<file path="config.mk">
export PLATFORM = sky130hd
export DESIGN_NAME = fetch_redirect_ctrl_flat
export DESIGN_NICKNAME = d
export VERILOG_FILES = /design/src/rtl/fetch_redirect_ctrl_pkg.sv /design/src/rtl/fetch_redirect_ctrl_if.sv /design/src/rtl/fetch_redirect_prio.sv /design/src/rtl/fetch_redirect_ctrl.sv /design/src/flat_wrapper.sv
export SDC_FILE = /design/constraint.sdc
export NUM_CORES = 1
export LEC_CHECK = 0
export BUFFER_PORTS_ARGS = -buffer_cell sky130_fd_sc_hd__buf_2
export CORE_MARGIN = 8
export CORE_UTILIZATION = 33
export CTS_CLUSTER_SIZE = 14
export DETAILED_ROUTE_END_ITERATION = 10
export PLACE_DENSITY = 0.83
export SKIP_LAST_GASP = 1
export SLEW_MARGIN = 20
export SYNTH_ARGS = -nofsm -noshare
export SYNTH_HDL_FRONTEND = slang
export SYNTH_SLANG_ARGS = --single-unit
</file>
<file path="constraint.sdc">
create_clock -name clk -period 2.8 [get_ports clk]
set_clock_uncertainty 0.1 [all_clocks]
set_input_delay 0.14 -clock clk [delete_from_list [all_inputs] [get_ports clk]]
set_output_delay 0.14 -clock clk [all_outputs]
set_load 0.02 [all_outputs]
</file>
<file path="src/rtl/fetch_redirect_ctrl_pkg.sv">
// rtl/fetch_redirect_ctrl_pkg.sv - shared widths, redirect source ids and drain FSM states
package fetch_redirect_ctrl_pkg;

  localparam int IF_PC_W       = 32;
  localparam int MAX_OUTST_DEF = 3;

  typedef enum logic [1:0] {
    SRC_ID = 2'd0,
    SRC_EX = 2'd1,
    SRC_WB = 2'd2
  } redir_src_e;

  typedef enum logic {
    ST_IDLE  = 1'b0,
    ST_DRAIN = 1'b1
  } drain_state_e;

endpackage

</file>
<file path="src/rtl/fetch_redirect_ctrl_if.sv">
// rtl/fetch_redirect_ctrl_if.sv - redirect sources, icache handshake and fetch control bundle
interface fetch_redirect_ctrl_if;
  import fetch_redirect_ctrl_pkg::*;

  logic               wb_redir_valid;
  logic [IF_PC_W-1:0] wb_redir_pc;
  logic               ex_redir_valid;
  logic [IF_PC_W-1:0] ex_redir_pc;
  logic               id_redir_valid;
  logic [IF_PC_W-1:0] id_redir_pc;
  logic               req_fire;
  logic               resp_valid;
  logic               need_jump;
  logic [IF_PC_W-1:0] jump_pc;
  logic               flush_IF;
  logic               flush_ID;
  logic               resp_discard;
  logic               issue_stall;
  logic               draining;

  modport master (
    output wb_redir_valid, wb_redir_pc, ex_redir_valid, ex_redir_pc,
    output id_redir_valid, id_redir_pc, req_fire, resp_valid,
    input  need_jump, jump_pc, flush_IF, flush_ID, resp_discard, issue_stall, draining
  );

  modport slave (
    input  wb_redir_valid, wb_redir_pc, ex_redir_valid, ex_redir_pc,
    input  id_redir_valid, id_redir_pc, req_fire, resp_valid,
    output need_jump, jump_pc, flush_IF, flush_ID, resp_discard, issue_stall, draining
  );
endinterface

</file>
<file path="src/rtl/fetch_redirect_prio.sv">
// rtl/fetch_redirect_prio.sv - fixed-priority redirect select, WB over EX over ID
module fetch_redirect_prio
  import fetch_redirect_ctrl_pkg::*;
(
  input  logic               i_wb_valid,
  input  logic [IF_PC_W-1:0] i_wb_pc,
  input  logic               i_ex_valid,
  input  logic [IF_PC_W-1:0] i_ex_pc,
  input  logic               i_id_valid,
  input  logic [IF_PC_W-1:0] i_id_pc,
  output logic               o_need_jump,
  output logic [IF_PC_W-1:0] o_jump_pc,
  output redir_src_e         o_src
);

  always_comb begin
    o_need_jump = i_wb_valid | i_ex_valid | i_id_valid;
    o_jump_pc   = '0;
    o_src       = SRC_ID;
    if (i_wb_valid) begin
      o_jump_pc = i_wb_pc;
      o_src     = SRC_WB;
    end else if (i_ex_valid) begin
      o_jump_pc = i_ex_pc;
      o_src     = SRC_EX;
    end else if (i_id_valid) begin
      o_jump_pc = i_id_pc;
      o_src     = SRC_ID;
    end
  end

endmodule

</file>
<file path="src/rtl/fetch_redirect_ctrl.sv">
// rtl/fetch_redirect_ctrl.sv - fetch redirect arbitration with stale icache response drain
module fetch_redirect_ctrl
  import fetch_redirect_ctrl_pkg::*;
#(
  parameter int MAX_OUTST = MAX_OUTST_DEF
) (
  input  logic                  clk,
  input  logic                  rst,
  fetch_redirect_ctrl_if.slave  bus
);

  localparam int            CW      = $clog2(MAX_OUTST + 1);
  localparam logic [CW-1:0] MAX_CNT = CW'(MAX_OUTST);

  logic               w_need_jump;
  logic [IF_PC_W-1:0] w_jump_pc;
  redir_src_e         w_src;
  logic               w_resp_eff;
  logic [CW-1:0]      w_disc_load;
  logic [CW-1:0]      w_outst_nxt;
  logic [CW-1:0]      w_disc_nxt;
  logic [CW-1:0]      r_outst;
  logic [CW-1:0]      r_disc;
  drain_state_e       r_state;
  drain_state_e       w_state_nxt;

  fetch_redirect_prio u_prio (
    .i_wb_valid  (bus.wb_redir_valid),
    .i_wb_pc     (bus.wb_redir_pc),
    .i_ex_valid  (bus.ex_redir_valid),
    .i_ex_pc     (bus.ex_redir_pc),
    .i_id_valid  (bus.id_redir_valid),
    .i_id_pc     (bus.id_redir_pc),
    .o_need_jump (w_need_jump),
    .o_jump_pc   (w_jump_pc),
    .o_src       (w_src)
  );

  // a response with nothing in flight is spurious and must not move the counters
  assign w_resp_eff  = bus.resp_valid && (r_outst != '0);
  assign w_disc_load = r_outst + CW'(bus.req_fire) - CW'(w_resp_eff);

  always_comb begin
    w_outst_nxt = r_outst;
    case ({bus.req_fire, w_resp_eff})
      2'b10:   w_outst_nxt = r_outst + CW'(1);
      2'b01:   w_outst_nxt = r_outst - CW'(1);
      default: w_outst_nxt = r_outst;
    endcase
  end

  always_comb begin
    w_disc_nxt = r_disc;
    if (w_need_jump) begin
      w_disc_nxt = w_disc_load;
    end else if (w_resp_eff && (r_disc != '0)) begin
      w_disc_nxt = r_disc - CW'(1);
    end
  end

  always_comb begin
    w_state_nxt = r_state;
    case (r_state)
      ST_IDLE: begin
        if (w_need_jump && (w_disc_load != '0)) w_state_nxt = ST_DRAIN;
      end
      ST_DRAIN: begin
        if (w_disc_nxt == '0) w_state_nxt = ST_IDLE;
      end
      default: w_state_nxt = ST_IDLE;
    endcase
  end

  always_ff @(posedge clk) begin
    if (rst) begin
      r_outst <= '0;
      r_disc  <= '0;
      r_state <= ST_IDLE;
    end else begin
      r_outst <= w_outst_nxt;
      r_disc  <= w_disc_nxt;
      r_state <= w_state_nxt;
    end
  end

  assign bus.need_jump    = w_need_jump;
  assign bus.jump_pc      = w_jump_pc;
  assign bus.flush_IF     = w_need_jump;
  assign bus.flush_ID     = w_need_jump && (w_src != SRC_ID);
  assign bus.resp_discard = !rst && bus.resp_valid && (w_need_jump || (r_disc != '0));
  assign bus.issue_stall  = (r_outst == MAX_CNT) && !bus.resp_valid;
  assign bus.draining     = (r_state == ST_DRAIN);

endmodule

</file>
<file path="src/flat_wrapper.sv">
// flat-port wrapper written by rule: the top's interface ports become plain ports
module fetch_redirect_ctrl_flat import fetch_redirect_ctrl_pkg::*;
#(
  parameter int MAX_OUTST = MAX_OUTST_DEF
)
  (clk, rst, bus_wb_redir_valid, bus_wb_redir_pc, bus_ex_redir_valid, bus_ex_redir_pc, bus_id_redir_valid, bus_id_redir_pc, bus_req_fire, bus_resp_valid, bus_need_jump, bus_jump_pc, bus_flush_IF, bus_flush_ID, bus_resp_discard, bus_issue_stall, bus_draining);
  fetch_redirect_ctrl_if bus_i ();
  input  logic clk;
  input  logic rst;
  input wire logic [$bits(bus_i.wb_redir_valid)-1:0] bus_wb_redir_valid;
  input wire logic [$bits(bus_i.wb_redir_pc)-1:0] bus_wb_redir_pc;
  input wire logic [$bits(bus_i.ex_redir_valid)-1:0] bus_ex_redir_valid;
  input wire logic [$bits(bus_i.ex_redir_pc)-1:0] bus_ex_redir_pc;
  input wire logic [$bits(bus_i.id_redir_valid)-1:0] bus_id_redir_valid;
  input wire logic [$bits(bus_i.id_redir_pc)-1:0] bus_id_redir_pc;
  input wire logic [$bits(bus_i.req_fire)-1:0] bus_req_fire;
  input wire logic [$bits(bus_i.resp_valid)-1:0] bus_resp_valid;
  output wire logic [$bits(bus_i.need_jump)-1:0] bus_need_jump;
  output wire logic [$bits(bus_i.jump_pc)-1:0] bus_jump_pc;
  output wire logic [$bits(bus_i.flush_IF)-1:0] bus_flush_IF;
  output wire logic [$bits(bus_i.flush_ID)-1:0] bus_flush_ID;
  output wire logic [$bits(bus_i.resp_discard)-1:0] bus_resp_discard;
  output wire logic [$bits(bus_i.issue_stall)-1:0] bus_issue_stall;
  output wire logic [$bits(bus_i.draining)-1:0] bus_draining;
  assign bus_i.wb_redir_valid = bus_wb_redir_valid;
  assign bus_i.wb_redir_pc = bus_wb_redir_pc;
  assign bus_i.ex_redir_valid = bus_ex_redir_valid;
  assign bus_i.ex_redir_pc = bus_ex_redir_pc;
  assign bus_i.id_redir_valid = bus_id_redir_valid;
  assign bus_i.id_redir_pc = bus_id_redir_pc;
  assign bus_i.req_fire = bus_req_fire;
  assign bus_i.resp_valid = bus_resp_valid;
  assign bus_need_jump = bus_i.need_jump;
  assign bus_jump_pc = bus_i.jump_pc;
  assign bus_flush_IF = bus_i.flush_IF;
  assign bus_flush_ID = bus_i.flush_ID;
  assign bus_resp_discard = bus_i.resp_discard;
  assign bus_issue_stall = bus_i.issue_stall;
  assign bus_draining = bus_i.draining;
  fetch_redirect_ctrl #(.MAX_OUTST(MAX_OUTST)) u_core (.clk(clk), .rst(rst), .bus(bus_i));
endmodule
</file>
## Yosys cells after proc, flatten, opt, wreduce, memory -nomap -nowiden

Cells that the tools add are included.

| word-level totals | value |
|---|---|
| register bits | 5 |
| output and inout bits | 38 |

| cells by class | value |
|---|---|
| add/sub/neg operators | 5 |
| equal/unequal tests | 3 |
| multiplexer cells | 11 |
| bitwise operators | 3 |
| reductions and logical operators | 16 |

Operators with widths:

| kind | number |
|---|---|
| $mux W32 | 3 |
| $reduce_bool A2 Y1 | 5 |
| $logic_and A1 B1 Y1 | 7 |
| $mux W2 | 3 |
| $eq A2 B2 Y1 const B | 2 |
| $pmux W2 S2 | 1 |
| $sub A2 B1 Y2 const B | 2 |
| $mux W1 | 3 |
| $add A2 B1 Y2 | 1 |
| $add A2 B1 Y2 const B | 1 |
| $eq A2 B1 Y1 const B | 1 |
| $logic_not A1 Y1 | 2 |
| $logic_not A2 Y1 | 1 |
| $or A1 B1 Y1 | 2 |
| $pmux W1 S2 | 1 |
| $sub A2 B1 Y2 | 1 |
| $logic_or A1 B1 Y1 | 1 |
| $not A1 Y1 | 1 |

## Longest topological paths before layout

Gate-level depths: netlist of the first run.

| depth | value |
|---|---|
| depth in word-level cells | 8 |
| gate-level depth with buffers | 7 |

## Hierarchy

From an unflattened synthesis of the first run, not the netlist that was laid out.

| second synthesis, totals | value |
|---|---|
| cells, all modules | 193 |
| area, all modules | 1350.0 µm² |

Modules (own cells, without submodules):

| module | instances | cells each | area each (µm²) | sequential area each (µm²) |
|---|---|---|---|---|
| fetch_redirect_prio | 1 | 149 | 997.2 | 0.0 |
| fetch_redirect_ctrl | 1 | 44 | 352.8 | 100.1 |

## Least setup slack after synthesis of the first run

Ideal clock, no wire load.

| timing path | value |
|---|---|
| path kind | register -> register |
| from | reg u_core.r_outst[1] |
| to | reg u_core.r_state, in the netlist u_core.bus.draining |
| setup time | 0.118 ns |
| arrival time | 1.261 ns |
| required time | 2.582 ns |
| slack | 1.320 ns |
| cell stages (with the launch flop) | 8 |
| buffers on the path | 1 |
| clock period less this slack | 1.480 ns |
| cell sequence | dfxtp_1 buf_6 nand2_1 mux2i_1 ha_1 a211o_1 nand3_1 o21ai_1 |

| on the way | value |
|---|---|
| cells in the longest elaborated chain, start to end | 8 |

RTL lines:

| item | line | text |
|---|---|---|
| from (decl) | fetch_redirect_ctrl.sv:22 | `logic [CW-1:0] r_outst;` |
| from (signal assigned) | fetch_redirect_ctrl.sv:80 | `r_outst <= w_outst_nxt;` |
| parallel branches: the longest is 7 deep, another holds $add A2 B1 Y2 | n/a |  |
| $pmux W1 S2 (*) | fetch_redirect_ctrl.sv:63 | `case (r_state)` |
| to (signal assigned) | fetch_redirect_ctrl.sv:82 | `r_state <= w_state_nxt;` |
| to (decl) | fetch_redirect_ctrl.sv:24 | `drain_state_e r_state;` |

Mark *: on every way between the ends.
A chain may end at the register's enable or synchronous reset.

## Final worst setup path of the first run

Ends and elaborated chain as after synthesis.

==> impl_metrics.json, run 1 <==
{
  "fin_ws_ns": 1.13,
  "gr-total-overflow": 0,
  "coreArea_um2": 2980,
  "antenna_found_initial": 0,
  "path_clk_slew_ns": 0.05,
  "first_global_vias": 1578,
  "drt-pass1-iter-count": 4,
  "cts_sinks": 5,
  "use_met2": 0.301,
  "worstHoldPathType": "input port to flip-flop",
  "drtIter0Drc": 153,
  "pin_count": 141,
  "synth_nets": 265,
  "final.setup.tns_ns": 0,
  "die_y_um": 71.1,
  "num_vias": 1611,
  "dpl.cell_count": 320,
  "die_w_um": 71.1,
  "power_density_nw_per_um2": 270,
  "hold_ws_ns": 0.0414,
  "wire_per_inst_um": 14.2,
  "hold_violations": 0,
  "layout-drive-gt1-share": 0.519,
  "cts_buffer_depth": 2,
  "cp-start-kind": "flip-flop",
  "place_ws_ns": 1.16,
  "ys_ff_latch": 5,
  "maxSlewViolCount": 0,
  "std_cell_rows": 20,
  "synth_area_um2": 1000,
  "ctsHoldBuffers": 0,
  "power.total_mw": 0.460,
  "critPathMaxStageDelay_ns": 0.46,
  "dieArea_um2": 5060,
  "critPathTopFamily": "flip-flops",
  "peakVddDrop_v": 0.000101,
  "cts_buffers": 3,
  "cp.required_ns": 2.84,
  "fin_nets": 397,
  "worst_pin_slew_ns": 0.934,
  "detailed_place.area_um2": 1680,
  "path_class": "flip-flop to flip-flop",
  "slew_headroom": 0.378,
  "critPathSlowestCell": "dfxtp_1",
  "power_leakage_nw": 0.944,
  "final_cell_mix": "140 x buf_2, 38 x nand2_1, 31 x a22oi_1",
  "area_delta_synth_final_pct": 69.7,
  "synth_warnings": 0,
  "post_cts_buffers": 0,
  "drc": 0,
  "finish.utilization": 0.572,
  "grt_use_met3": 0.0805,
  "start_util": 0.337,
  "crit_path_cell_trace": "nand2_1 -> mux2i_1 -> ha_1 -> a211o_1 -> nand3_1 -> o21ai_1",
  "grt_max_degree": 67,
  "htreeDepth": 1,
  "final_area_um2": 1700,
  "vias_per_cell": 4.97,
  "top_usage_layer": "met2",
  "diodes": 0,
  "cp.arrival_ns": 1.70,
  "max_cap_violations": 0,
  "crit_fanout": 8,
  "groute.usage.overall": 0.170,
  "fin_cells": 324,
  "post_cts_resized": 0,
  "gp_congestion": 0.825,
  "final_common_cell": "buf_2",
  "use_met1": 0.170,
  "endpoint_kind": "flip-flop",
  "rsz0062_at_grt": "no",
  "fillers": 312,
  "cts_root_buffer": "clkbuf_4",
  "status": "complete, no violations",
  "io_buffers": 140,
  "final_antenna_net_count": 0,
  "finalSetupViolations": 0,
  "critPathBufInv": 0,
  "worst_skew_pair.late_latency_ns": 0.25,
  "cts_tree": "yes",
  "grt_pass1_wl_um": 7210,
  "ys_seq_area_frac": 0.0998,
  "routed_wl_um": 4590,
  "fmax_mhz": 600,
  "min_period_ns": 1.67,
  "synthCells": 160,
  "synth_area_per_cell_um2": 6.27,
  "synth.distinct_cells": 29,
  "dpl.hpwl_um": 3840,
  "post-route-period-util": 0.595
}
==> power breakdown <==
| group | internal [mW] | leakage, nW | switching (mW) |
|---|---|---|---|
| combinational | 0.128 | 0.888 | 0.161 |
| sequential | 0.0765 | 0.0412 | 0.00411 |
| clock | 0.0543 | 0.0150 | 0.0354 |
==> final cells by class <==
type                       instances  area (µm²)  area share
timing repair buffer             143         723       0.425
multi-input combinational        135         797       0.468
inverter                           4        15.0     0.00882
sequential                         5         100      0.0588
tap                               33        41.3      0.0242
clock buffer                       4        26.3      0.0154
==> worst paths after layout <==
path                            start             endpoint  slack, ns  depth (start not counted)
setup reg to reg    u_core.r_outst[1]  u_core.bus.draining       1.13                          6
hold / removal                    rst     u_core.r_disc[0]       0.04                          2
hold reg to reg   u_core.bus.draining  u_core.bus.draining       0.38                          2
setup / recovery    u_core.r_outst[1]  u_core.bus.draining       1.13                          6
==> state kept, by name (all words and copies together) (netlist names) <==
name                 cells
u_core.r_disc            2
u_core.r_outst           2
u_core.bus.draining      1
==> Yosys cell counts <==
cell | number | share of area
a211oi_2 | 1 | 0.012
nand2_1 | 38 | 0.14
or2b_1 | 1 | 0.0075
o211ai_2 | 1 | 0.012
a211o_1 | 1 | 0.0087
xnor2_1 | 3 | 0.026
nor3_1 | 1 | 0.0050
dfxtp_1 | 5 | 0.10
a21oi_1 | 3 | 0.015
o21ai_1 | 6 | 0.030
inv_1 | 4 | 0.015
mux2i_1 | 4 | 0.040
nand2b_1 | 2 | 0.012
nor2_1 | 6 | 0.022
nand3b_1 | 1 | 0.0075
o21ai_0 | 27 | 0.13
or2_2 | 1 | 0.0062
ha_1 | 2 | 0.025
a22oi_1 | 31 | 0.23
nor3_4 | 1 | 0.016
clkbuf_1 | 6 | 0.022
nand4b_1 | 1 | 0.0087
buf_2 | 4 | 0.020
and2b_1 | 1 | 0.0075
buf_6 | 1 | 0.011
buf_4 | 5 | 0.037
nor2b_2 | 1 | 0.0087
nand3_1 | 1 | 0.0050
a22o_1 | 1 | 0.0087
==> cells by family (layout without fill, tap and decap cells) <==
logic type,after synthesis,in the layout,share of synthesized area
buf+inv,20,151,0.106
fa+ha+maj,2,2,0.0249
flops,5,5,0.0998
compound gates,71,71,0.454
xor+xnor,3,3,0.0262
simple gates,55,55,0.249
mux,4,4,0.0399
==> routing by layer <==
metal  vias to the layer above  part of all wire
li1                        845                 -
met4                         0             0.012
met3                         4              0.12
met2                        81              0.51
met1                       681              0.36
met5                         -                 0
(Power assumes the default switching activity.)
==> run 2, diff against run 1 <==
CORE_UTILIZATION = 31   (was 33)
PLACE_DENSITY = 0.78   (was 0.83)
clock period = 1.6 ns   (was 2.8 ns; I/O delays follow)
==> run 2 against run 1 <==
Against the previous run: total power is 77% higher; worst hold slack better by 0.012 ns; utilization is 0.70 points higher; critical path type unchanged; largest cell class unchanged; first-iteration DRC count is 58% lower.
==> impl_metrics.json, run 2 (synthesized netlist as in run 1, its figures left out) <==
{
  "cts_buffers": 3,
  "grt_pass1_wl_um": 7250,
  "worstHoldPathType": "input port to flip-flop",
  "crit_path_cell_trace": "mux2i_2 -> ha_1 -> a211o_1 -> nand3_1 -> o21ai_1",
  "power_density_nw_per_um2": 458,
  "wire_per_inst_um": 14.4,
  "fmax_mhz": 651,
  "routed_wl_um": 4910,
  "antenna_found_initial": 0,
  "path_clk_slew_ns": 0.05,
  "status": "complete, no violations",
  "min_period_ns": 1.54,
  "post-route-period-util": 0.961,
  "cts_buffer_depth": 2,
  "cts_sinks": 5,
  "cp.required_ns": 1.62,
  "num_vias": 1634,
  "finalSetupViolations": 0,
  "slew_headroom": 0.815,
  "drc": 0,
  "power.total_mw": 0.815,
  "cp.arrival_ns": 1.56,
  "detailed_place.area_um2": 1730,
  "path_class": "flip-flop to flip-flop",
  "r2r_cells": 5,
  "drt-pass1-iter-count": 4,
  "dpl.hpwl_um": 4140,
  "drtIter0Drc": 65,
  "fin_nets": 403,
  "maxSlewViolCount": 0,
  "die_y_um": 72.9,
  "crit_fanout": 5,
  "diodes": 0,
  "dieArea_um2": 5310,
  "critPathMaxStageDelay_ns": 0.38,
  "final_common_cell": "buf_2",
  "hold_ws_ns": 0.0538,
  "worst_skew_pair.late_latency_ns": 0.24,
  "htreeDepth": 1,
  "finish.utilization": 0.579,
  "gp_congestion": 0.862,
  "layout-drive-gt1-share": 0.532,
  "groute.usage.overall": 0.168,
  "cts_root_buffer": "clkbuf_4",
  "power_leakage_nw": 0.980,
  "first_global_vias": 1570,
  "endpoint_kind": "flip-flop",
  "hold_path_depth": 3,
  "final_area_um2": 1780,
  "start_util": 0.326,
  "gr-total-overflow": 0,
  "final_cell_mix": "140 x buf_2, 38 x nand2_1, 31 x a22oi_1",
  "coreArea_um2": 3080,
  "cts_tree": "yes",
  "cp-start-kind": "flip-flop",
  "io_buffers": 140,
  "die_w_um": 72.9,
  "std_cell_rows": 20,
  "vias_per_cell": 4.79,
  "area_delta_synth_final_pct": 77.6,
  "final_antenna_net_count": 0,
  "peakVddDrop_v": 0.000160,
  "critPathSlowestCell": "dfxtp_2",
  "hold_violations": 0,
  "worst_pin_slew_ns": 0.277,
  "pin_count": 141,
  "grt_max_degree": 66,
  "max_cap_violations": 0,
  "ff2ff_setup_slack_ns": 0.06
}
==> run 2: changes by cell type in the layout (fill, tap and decap cells not counted) <==
cell / before / now
buf_12: 0 / 1
buf_4: 3 / 7
dfxtp_1: 5 / 4
dfxtp_2: 0 / 1
dlygate4sd3_1: 0 / 1
mux2i_1: 4 / 3
mux2i_2: 0 / 1
==> run 2: through the flow <==
step	setup TNS (ns)	instances	setup slack (ns)
final	0	341	0.0630
after detailed placement	0	335	0.0167
after global placement	0	335	0.113
after floorplan	0	160	0.120
after CTS	0	340	0.00999
after global routing	-0.0134	341	-0.0134
==> run 2: final timing paths <==
kind,start,end
worst max register to register,u_core.r_outst[0],u_core.bus.draining
worst max-delay path,u_core.r_outst[0],u_core.bus.draining
worst min-delay path,bus_req_fire,u_core.r_outst[0]
worst min register to register,u_core.bus.draining,u_core.bus.draining
==> run 2: layer usage <==
layer  GRT usage  vias to the layer above  share of wire
met5           0                        -              0
met4      0.0333                        0         0.0055
met3      0.0755                        2           0.12
met2       0.294                       78           0.51
met1       0.180                      698           0.36
li1            -                      856              -
==> run 2: power breakdown <==
| part | internal [mW] | switching (mW) | total [mW] |
|---|---|---|---|
| Clock | 0.0944 | 0.0529 | 0.147 |
| Combinational | 0.238 | 0.288 | 0.526 |
| Sequential | 0.135 | 0.00726 | 0.142 |
| Total | 0.467 | 0.348 | 0.815 |
==> run 2: cell type report <==
class	instances	area, µm²
clock buffers	4	26.3
fillers	321	1300
inverters	4	15.0
multi-input cells	135	801
flip-flops and latches	5	101
well taps	44	55.1
repair buffers	149	783
==> run 2: repair_timing <==
| item | 4_1_cts | 5_1_grt |
|---|---|---|
| hold buffers | 1 | 0 |
| endpoints found under the hold margin | 1 | 0 |
| setup endpoints to repair | 0 | 1 |
| buffers inserted | 0 | 1 |
| gates resized for setup | 0 | 2 |
==> run 2: critical path: cells and delay by family (launching register included) <==
kind	cells	cell delay [ns]
flip-flops	1	0.38
AO/OA/AOI/OAI	2	0.29
adder cells (fa/ha/maj)	1	0.29
multiplexers	1	0.27
AND/OR/NAND/NOR	1	0.07
